==> src/rtl/float_struct.sv <==
// float_struct: shared FP result states, IEEE-754 single constants and unpacked operand layout.
package float_struct;
  typedef enum logic [1:0] {OK = 2'b00, NAN = 2'b01, INF = 2'b10, NUL = 2'b11} states;
  localparam int EXP_BIAS = 127;
  localparam int EXP_MAX = 255;
  localparam logic [31:0] QNAN = 32'h7FC00000;
  typedef struct packed {
    logic              sign;
    logic signed [9:0] exp;
    logic [26:0]       mant;
  } operand_t;
endpackage

==> src/rtl/leading_zero_counter.sv <==
// leading_zero_counter: combinational count of zeros above the most significant set bit.
module leading_zero_counter #(
  parameter int WIDTH = 26,
  localparam int CW = $clog2(WIDTH + 1)
) (
  input  logic [WIDTH-1:0] i_data,
  output logic [CW-1:0]    o_count
);
  always_comb begin
    o_count = CW'(WIDTH);
    for (int i = 0; i < WIDTH; i++) if (i_data[i]) o_count = CW'(WIDTH - 1 - i);
  end
endmodule

==> src/rtl/floating_point_normalizer.sv <==
// floating_point_normalizer: normalize, round-to-nearest-even and pack an adder result into an IEEE-754 single.
module floating_point_normalizer
  import float_struct::*;
#(
  parameter int EXP_W  = 10,
  parameter int MANT_W = 27
) (
  input  logic                    clk,
  input  logic                    rst,
  input  logic                    in_vld,
  input  logic                    in_sign,
  input  logic signed [EXP_W-1:0] in_exp,
  input  logic [MANT_W-1:0]       in_mant,
  input  logic                    in_sticky,
  input  logic                    in_nan,
  input  logic                    in_inf,
  output logic [31:0]             result,
  output states                   state,
  output logic                    res_vld
);
  // two bits of headroom so carry increments and large left shifts never wrap
  localparam int XW = EXP_W + 2;
  localparam int LW = $clog2(MANT_W);
  localparam int FW = MANT_W - 4;
  localparam logic signed [XW-1:0] X_ONE = XW'(1);
  localparam logic signed [XW-1:0] X_MAX = XW'(EXP_MAX);
  logic [2:0] r_vld;
  logic r1_sign, r1_sticky, r1_nan, r1_inf, r1_zero;
  logic signed [EXP_W-1:0] r1_exp;
  logic [MANT_W-1:0] r1_mant;
  logic [LW-1:0] r1_lzc, w_lzc;
  logic r2_sign, r2_sticky, r2_nan, r2_inf, r2_zero;
  logic signed [XW-1:0] r2_exp, w_exp;
  logic [MANT_W-3:0] r2_mant;
  logic [FW:0] w_frac;
  logic w_up;
  states w_state;
  logic [31:0] w_result;
  leading_zero_counter #(.WIDTH(MANT_W - 1)) u_lzc (
    .i_data (in_mant[MANT_W-2:0]),
    .o_count(w_lzc)
  );
  always_ff @(posedge clk or negedge rst)
    if (!rst) begin
      r_vld     <= '0;
      r1_sign   <= 1'b0;
      r1_sticky <= 1'b0;
      r1_nan    <= 1'b0;
      r1_inf    <= 1'b0;
      r1_zero   <= 1'b0;
      r1_exp    <= '0;
      r1_mant   <= '0;
      r1_lzc    <= '0;
      r2_sign   <= 1'b0;
      r2_sticky <= 1'b0;
      r2_nan    <= 1'b0;
      r2_inf    <= 1'b0;
      r2_zero   <= 1'b0;
      r2_exp    <= '0;
      r2_mant   <= '0;
      result    <= '0;
      state     <= OK;
    end else begin
      r_vld <= {r_vld[1:0], in_vld};
      if (in_vld) begin
        r1_sign   <= in_sign;
        r1_sticky <= in_sticky;
        r1_nan    <= in_nan;
        r1_inf    <= in_inf;
        r1_zero   <= ~|in_mant;
        r1_exp    <= in_exp;
        r1_mant   <= in_mant;
        r1_lzc    <= w_lzc;
      end
      if (r_vld[0]) begin
        r2_sign   <= r1_sign;
        r2_nan    <= r1_nan;
        r2_inf    <= r1_inf;
        r2_zero   <= r1_zero;
        r2_sticky <= r1_sticky | (r1_mant[MANT_W-1] & r1_mant[0]);
        r2_exp    <= r1_mant[MANT_W-1] ? XW'(r1_exp) + X_ONE : XW'(r1_exp) - XW'(r1_lzc);
        r2_mant   <= (MANT_W - 2)'(r1_mant[MANT_W-1] ? r1_mant >> 1 : r1_mant << r1_lzc);
      end
      if (r_vld[1]) begin
        result <= w_result;
        state  <= w_state;
      end
    end
  // hidden bit is implicitly 1 here, so a carry out of the fraction means mantissa overflow
  assign w_up     = r2_mant[1] & (r2_mant[0] | r2_sticky | r2_mant[2]);
  assign w_frac   = {1'b0, r2_mant[MANT_W-3:2]} + {{FW{1'b0}}, w_up};
  assign w_exp    = w_frac[FW] ? r2_exp + X_ONE : r2_exp;
  assign w_state  = r2_nan ? NAN : r2_inf ? INF : r2_zero ? NUL :
                    w_exp >= X_MAX ? INF : w_exp < X_ONE ? NUL : OK;
  assign w_result = w_state == NAN ? QNAN :
                    w_state == INF ? {r2_sign, 8'hFF, 23'h0} :
                    w_state == NUL ? {r2_sign, 31'h0} :
                    {r2_sign, w_exp[7:0], w_frac[FW-1:0]};
  assign res_vld  = r_vld[2];
endmodule

==> config.mk <==
export PLATFORM = sky130hd
export DESIGN_NAME = floating_point_normalizer
export DESIGN_NICKNAME = d
export VERILOG_FILES = /design/src/rtl/float_struct.sv /design/src/rtl/leading_zero_counter.sv /design/src/rtl/floating_point_normalizer.sv
export SDC_FILE = /design/constraint.sdc
export NUM_CORES = 1
export LEC_CHECK = 0
export ABC_AREA = 1
export BUFFER_PORTS_ARGS = -buffer_cell sky130_fd_sc_hd__buf_2
export CAP_MARGIN = 30
export CORE_MARGIN = 3
export CORE_UTILIZATION = 53
export DETAILED_ROUTE_END_ITERATION = 16
export PLACE_DENSITY = 0.74
export SLEW_MARGIN = 20
export SYNTH_ARGS = -nofsm -noshare
export SYNTH_HDL_FRONTEND = slang
export SYNTH_HIERARCHICAL = 1
export SYNTH_SLANG_ARGS = --single-unit
==> constraint.sdc <==
create_clock -name clk -period 2.85 [get_ports clk]
set_clock_uncertainty 0.05 [all_clocks]
set_input_delay 0.4275 -clock clk [delete_from_list [all_inputs] [get_ports clk]]
set_output_delay 0.4275 -clock clk [all_outputs]
set_load 0.03 [all_outputs]
# Word level (Yosys, flattened, before mapping)
# Index checks and enable logic that the tools add are counted.
# word_totals
output_inout_bits	35
wordCells	72
input_bits	44
ff_bits	126
# classes
n_reduce_logical	2
magnitude_cmp	2
n_bitwise	5
addsub	4
shift	1
eq_ne	3
muxes	37
# ops
operator	n
5-bit two-way mux	16
31-bit two-way mux	2
32-bit two-way mux	1
4-bit two-way mux	8
27-bit OR reduction	1
27-bit by 5-bit << shifter with 25-bit output	1
25-bit two-way mux	1
23-bit by 1-bit adder with 24-bit output	1
12-bit two-way mux	2
2-bit two-way mux	7
12-bit by 2-bit adder with 12-bit output (second input constant)	1
12-bit by 9-bit greater-or-equal comparator with 1-bit output (second input constant)	1
12-bit by 2-bit less-than comparator with 1-bit output (second input constant)	1
10-bit by 2-bit adder with 11-bit output (second input constant)	1
10-bit by 6-bit subtractor with 11-bit output	1
2-bit equality test (second input constant)	2
1-bit OR	3
1-bit bitwise AND	2
2-bit by 1-bit equality test with 1-bit output (second input constant)	1
1-bit zero test	1

# Logic depth before layout (Yosys ltp)
# Gate-level depths: netlist of run 1.
# logic_depth
ltp_word	26
depth_mapped	27
depth_no_buf	27

# Cells and area by module
# The synthesis of run 1 kept the hierarchy.
# by_module_without_submodules
mod	instances	area_per_inst_um2	seq_area_each_um2	cells_each
floating_point_normalizer	1	7761.2	3128.0	1109
leading_zero_counter	1	345.3	0.0	78

# Worst setup path before layout of run 1
# Ideal clock, no wire load.
# synth_timing
path_kind	register to register
start	reg r1_lzc[1]
end	reg r2_exp[10]
setup_time_ns	0.132
t_arrival_ns	2.739
slack_ns	-0.071
synth_period_minus_slack_ns	2.921
required_ns	2.668
path_buffers	1
path_stages_with_launch	20
cell_sequence	dfrtp_1 -> clkinv_1 -> clkbuf_1 -> ha_1 -> nand2_1 -> nor2_1 -> ha_1 -> inv_1 -> nor2_1 -> ha_1 -> nand2_1 -> nand2_1 -> a21oi_1 -> o21ai_0 -> nand2_1 -> nand2_1 -> a21oi_1 -> or2_2 -> nand3_1 -> o21ai_0
# synth_between
elab_chain_len	2
# synth_rtl
element	line	rtl
start: declaration	floating_point_normalizer.sv:31	logic [LW-1:0] r1_lzc, w_lzc;
start signal: assignment	floating_point_normalizer.sv:73	r1_lzc <= w_lzc;
10-bit by 6-bit subtractor with 11-bit output	floating_point_normalizer.sv:81	r2_exp <= r1_mant[MANT_W-1] ? XW'(r1_exp) + X_ONE : XW'(r1_exp) - XW'(r1_lzc);
12-bit two-way mux	floating_point_normalizer.sv:81	
end signal: assignment	floating_point_normalizer.sv:81	
end: declaration	floating_point_normalizer.sv:33	logic signed [XW-1:0] r2_exp, w_exp;
# No other way between the ends.
# A chain may end at the register's enable or synchronous reset.

# Worst setup path in the final report of run 1
# layout_timing
start	reg r1_lzc[0]
end	reg r2_exp[7]
# Same word-level chain as after synthesis.

==> results_dict.tcl, run 1 <==
set metrics [dict create \
    status "finished, final reports clean" \
    wire_per_inst_um 14.1 \
    yosysMostFrequentCell "nand2_1" \
    path_class "flop to flop" \
    port_buffers 78 \
    p_leak_nw 4.84 \
    post-route-period-util_pct 95.2 \
    clock-root-buffer "clkbuf_16" \
    yosysUniqueCellTypes 46 \
    ys_seq_elements 125 \
    clkTransAtPathRegs_ns 0.06 \
    dr.pass1.iters 6 \
    clk_path_buf_depth 2 \
    avgSynthCellArea_sq_um 6.83 \
    track_usage_pct 25.4 \
    num_rows 44 \
    synth-main-ff-cell "dfrtp_1" \
    p_per_area_nw_per_um2 652 \
    cp-end-kind "flop" \
    hold_class "primary input to flop" \
    coreArea_sq_um 14800 \
    tightest_slew_ns 0.796 \
    hold_viol_final 0 \
    yosysSeqAreaShare_pct 38.6 \
    cts_buffers 17 \
    setup_viol 0 \
    worstSetupStartpoint "r1_lzc[0]" \
    max-slew-margin-rel_pct 46.9 \
    worstSkewPairLatency_ns 0.42 \
    max_freq_mhz 369 \
    drc 0 \
    synth_edf_count 0 \
    cts_tree "done" \
    timing.rr.end "r2_exp[7]" \
    drv.max_cap_violation_count 0 \
    synth_cells 1187 \
    h-tree-depth 4 \
    gp_congestion 0.966 \
    cts_num_sinks 125 \
    critPathArrivalTime_ns 2.94 \
    synthTopCellsByArea "dfrtp_1, nand2_1, o21ai_0, inv_1, nor2_1" \
    diodes 0 \
    place_area_sq_um 8710 \
    grt_pass1_vias 6977 \
    netlist_top_cells_count "nand2_1, o21ai_0, dfrtp_1" \
    r2r_start "r1_lzc[0]" \
    num_vias 7783 \
    routed_wl_um 20600 \
    grt_max_degree 76 \
    io_pins 79 \
    syn_area_sq_um 8110 \
    irDropWorstVdd_uv 440 \
    drv_slew 0 \
    vias_per_cell 5.34 \
    fin_nets 1321 \
    dp_hpwl_um 15300 \
    period_needed_ns 2.71 \
    layout-drive-gt1-share_pct 14.5 \
    dpl_worst_slack_ns 0.0749 \
    r2r_slack_ns 0.14 \
    yosysTopAreaCell "dfrtp_1" \
    grt_pass1_wl_um 34200 \
    setup_ws_ns 0.137 \
    startpoint_type "flop" \
    area_growth_pct 15.5 \
    antenna_found_initial 0 \
    stdcell_area_sq_um 9360 \
    synth.top_cell.area_share_pct 38.6 \
    crit_path_max_fanout 4 \
    die_area_sq_um 16800 \
    yosys_warnings 6 \
    ant_nets 0 \
    crit_end "r2_exp[7]" \
    syn_nets 1246 \
    reg2reg_depth 17 \
    drtIter0Drc 565 \
    chipHeight_um 130 \
    fill_cells 1402 \
    required_ns 3.08 \
    dieWidth_um 130 \
    initial_core_util_pct 54.9 \
    grt_overflow 0 \
    synthArstFlopShare_pct 100 \
]
==> cell type report <==
cell class                      count  area [sq um]  area share, %
Tap cell                          184           230           2.46
Sequential cell                   125          3130           33.4
Multi-Input combinational cell    881          4260           45.5
Clock buffer                       19           443           4.73
Timing Repair Buffer              109           661           7.06
Inverter                          128           497           5.31
Clock inverter                     12           146           1.56
==> sequential cells by signal, summed over array words and instances, names as in the netlist <==
name / cells
r1_exp: 10
r2_sign: 1
r1_zero: 1
r_vld: 3
r1_lzc: 5
r2_mant: 25
r2_exp: 11
r1_mant: 27
r2_inf: 1
r1_sticky: 1
r2_nan: 1
r2_sticky: 1
r1_inf: 1
r1_nan: 1
state: 2
r1_sign: 1
r2_zero: 1
result: 32
==> where the power goes <==
group / internal (W) / switching [W]
Clock: 0.00138 / 0.000780
Combinational: 0.000571 / 0.00113
Sequential: 0.00202 / 0.000222
Total: 0.00397 / 0.00213
==> kinds of logic after synthesis <==
group                      count (synthesis)  synth area share [%]
DFF                                      125                  38.6
muxes                                      7                 0.864
AOI/OAI and AO/OA                        228                  15.4
adders and majority gates                 15                  2.41
xor gates and xnor gates                  16                  1.73
and+or+nand+nor                          615                  31.8
buffers and inverters                    181                  9.18
==> timing repair <==
| action | CTS | global route |
|---|---|---|
| hold buffers | 1 | 0 |
| setup endpoints to repair | 0 | 32 |
| buffers inserted | 0 | 3 |
| gates resized for setup | 0 | 15 |
| endpoints found under the hold margin | 44 | 0 |
==> placed cells by master, fill, tap and decap left out, types with 8 or more instances in the layout <==
master	instances
o21ai_0	132
dfrtp_1	125
inv_1	117
nand4_1	11
nor4_1	11
buf_4	28
buf_2	77
clkbuf_16	17
nand2_2	10
inv_2	9
nand3_2	11
nor2_1	111
a22oi_1	9
a21oi_1	45
nand2_1	390
nand3_1	47
ha_1	14
xor2_1	14
o22ai_1	8
==> worst min path at each step <==
stage	from	cells after the start	slack, ns	end
floorplan	rst	0	0.08	r1_exp[0]
global placement	result[19]	2	0.41	result[19]
detailed placement	result[19]	2	0.41	result[19]
CTS	in_exp[8]	3	0.14	r1_exp[8]
global route	in_exp[0]	3	0.16	r1_exp[0]
finish	in_sticky	3	0.15	r1_sticky
==> per-stage QoR <==
step | instances | power [W] | hold WS, ns | util (%) | setup TNS (ns)
floorplan | 1187 | 0.00343 | 0.0819 | - | 0
global placement | 1423 | 0.00390 | 0.407 | 59.0 | 0
detailed placement | 1423 | 0.00392 | 0.411 | 59.0 | 0
CTS | 1455 | 0.00611 | 0.138 | 63.1 | 0
global route | 1458 | 0.00647 | 0.158 | 63.4 | -0.120
finish | 1458 | 0.00611 | 0.148 | 63.4 | 0
==> metal layers <==
layer	up-vias	share of wire, %	track usage, %
met3	42	5.3	3.59
met5	-	0	0
met2	254	42	36.7
met1	3483	50	38.9
li1	4004	-	-
met4	0	2.3	9.29
==> worst max-delay path: stages (launching register included) <==
cell and delay (ns):
dfrtp_1 0.40, inv_2 0.07, ha_1 0.20, nand2_1 0.09, nor2_1 0.05, ha_1 0.27
inv_1 0.05, nor2_1 0.04, ha_1 0.35, a21oi_1 0.15, o21ai_1 0.10, a21oi_1 0.16
inv_1 0.09, a21oi_2 0.13, nor2_1 0.05, nor2_1 0.11, xor2_1 0.14, o21ai_0 0.08
Power figures use the tool's default switching activity.
==> run 2: changes to the inputs <==
--- a/config.mk
+++ b/config.mk
@@ -7,11 +7,12 @@
 export LEC_CHECK = 0
 export ABC_AREA = 1
 export BUFFER_PORTS_ARGS = -buffer_cell sky130_fd_sc_hd__buf_2
-export CAP_MARGIN = 30
+export CORE_ASPECT_RATIO = 0.75
 export CORE_MARGIN = 3
 export CORE_UTILIZATION = 53
 export DETAILED_ROUTE_END_ITERATION = 16
 export PLACE_DENSITY = 0.74
+export SKIP_LAST_GASP = 1
 export SLEW_MARGIN = 20
 export SYNTH_ARGS = -nofsm -noshare
 export SYNTH_HDL_FRONTEND = slang
==> run 2 against run 1 <==
- worst setup slack better by 0.053 ns
- sequential power barely moved
- design area increased by 0.64%
- combinational power hardly changed
- largest power group is now the clock network
- highest routed layer unchanged
==> results_dict.tcl, run 2 (synthesis results as in run 1) <==
set metrics [dict create \
    initial_core_util_pct 55.2 \
    crit_slowest_cell "dfrtp_1" \
    coreArea_sq_um 14700 \
    cp-end-kind "flop" \
    tightest_slew_ns 1.02 \
    diodes 0 \
    port_buffers 78 \
    max_freq_mhz 376 \
    layout-drive-gt1-share_pct 14.8 \
    dp_hpwl_um 16100 \
    required_ns 3.10 \
    track_usage_pct 27.0 \
    rsz0062_at_grt "true" \
    grt_overflow 0 \
    hold_start "in_exp[8]" \
    drc 0 \
    crit_path_max_fanout 4 \
    period_needed_ns 2.66 \
    p_per_area_nw_per_um2 671 \
    whs_ns 0.152 \
    ant_nets 0 \
    hold_class "primary input to flop" \
    grt_pass1_vias 7616 \
    h-tree-depth 4 \
    worstSetupStartpoint "r1_lzc[0]" \
    area_growth_pct 16.2 \
    final_cell_mix "nand2_1, o21ai_0, dfrtp_1" \
    grt_max_degree 80 \
    largest_reg_flops 32 \
    num_rows 38 \
    startpoint_type "flop" \
    slowest_delay_ns 0.39 \
    hold_viol_final 0 \
    post-route-period-util_pct 93.3 \
    num_vias 8069 \
    r2r_start "r1_lzc[0]" \
    chipHeight_um 113 \
    path_delay_family "adder cells" \
    clock-root-buffer "clkbuf_16" \
    cts_buffers 17 \
    clk_path_buf_depth 2 \
    reg_top3 "result (32), r1_mant (27), r2_mant (25)" \
    gp_congestion 0.991 \
    fin_nets 1320 \
    mostFrequentLayoutCell "nand2_1" \
    drtIter0Drc 570 \
    crit_top_cell "nor2_1" \
    finalSetupTns_ns 0 \
    p_leak_nw 4.85 \
    critPathArrivalTime_ns 2.91 \
    dr.pass1.iters 6 \
    path_class "flop to flop" \
    max-slew-margin-rel_pct 31.8 \
    irDropWorstVdd_uv 456 \
    status "finished, final reports clean" \
    routed_wl_um 22000 \
    grt_pass1_wl_um 37000 \
    drv_slew 0 \
    cts_num_sinks 125 \
    antenna_found_initial 0 \
    die_area_sq_um 16800 \
    path_cells "inv_2, ha_1, nand2_1, nor2_1, ha_1, inv_1, nor2_1, ha_1, a21oi_1, o21ai_2, a21oi_2, inv_1, a21oi_1, nor2_1, nor2_1, xor2_1, o21ai_0" \
    clkTransAtPathRegs_ns 0.06 \
    setup_viol 0 \
    io_pins 79 \
    drv.max_cap_violation_count 0 \
    vias_per_cell 5.47 \
    regMostFlops "result" \
    crit_buf_inv 3 \
    worstSkewPairLatency_ns 0.42 \
    utilization_pct 64.1 \
    wire_per_inst_um 15.0 \
    cts_tree "done" \
    dieWidth_um 149 \
]
## run 2: cell types whose count changed in the layout (fill, tap and decap cells not counted), sizes merged
cell / before / now
inv: 127 / 130
clkbuf: 19 / 17
clkinv: 9 / 7
buf: 108 / 107
bufinv: 4 / 5
clkinvlp: 0 / 1
## run 2: worst register-to-register path: stages, from the launching register on
cell and delay [ns]:
dfrtp_1 0.39, inv_2 0.06, ha_1 0.20, nand2_1 0.08
nor2_1 0.04, ha_1 0.27, inv_1 0.06, nor2_1 0.04
ha_1 0.35, a21oi_1 0.20, o21ai_2 0.10, a21oi_2 0.13
inv_1 0.07, a21oi_1 0.12, nor2_1 0.05, nor2_1 0.10
xor2_1 0.14, o21ai_0 0.08
## run 2: power breakdown
| group | leakage (nW) | internal, W | total, W | switching (W) |
|---|---|---|---|---|
| Combinational | 3.00 | 0.000564 | 0.00171 | 0.00115 |
| Sequential | 1.54 | 0.00202 | 0.00224 | 0.000228 |
| Clock | 0.308 | 0.00148 | 0.00236 | 0.000884 |
## run 2: path summary, 6_finish.rpt
path / end / slack (ns) / cells after the start
worst min register to register: result[11] / 0.42 / 2
worst max register to register: r2_exp[7] / 0.19 / 17
min in group asynchronous: r1_exp[8] / 0.45 / 2
worst min-delay path: r1_exp[8] / 0.15 / 3
worst max-delay path: r2_exp[7] / 0.19 / 17
max in group asynchronous: r2_mant[1] / 1.54 / 3
## run 2: repair_timing
action / in CTS / in global routing
gates resized for setup: 0 / 17
endpoints found under the setup margin: 0 / 29
endpoints found under the hold margin: 33 / 0
hold buffers: 1 / 0
setup buffers: 0 / 2
## run 2: area by class of cell
type                    instances  area (sq um)
fillers                      1319          5270
repair buffers                108           637
inverters                     128           497
clock buffers                  17           425
flip-flops and latches        125          3130
clock inverters                15           211
well taps                     200           250
multi-input cells             881          4270
## run 2: routing by layer
metal / vias to the layer above / track usage (%) / part of all wire, %
met5: - / 0 / 0
met2: 247 / 41.8 / 45
met4: 0 / 7.26 / 2.0
met1: 3787 / 39.5 / 47
li1: 3995 / - / -
met3: 40 / 4.76 / 6.3
## run 2: per-stage QoR
step	setup WS, ns	area (sq um)	power, W	std cells
after floorplan	0.0453	8110	0.00343	1187
after global placement	0.178	8710	0.00391	1439
after detailed placement	0.0826	8710	0.00393	1439
after CTS	0.0587	9360	0.00630	1472
after global routing	-0.0390	9420	0.00668	1474
final	0.190	9420	0.00632	1474
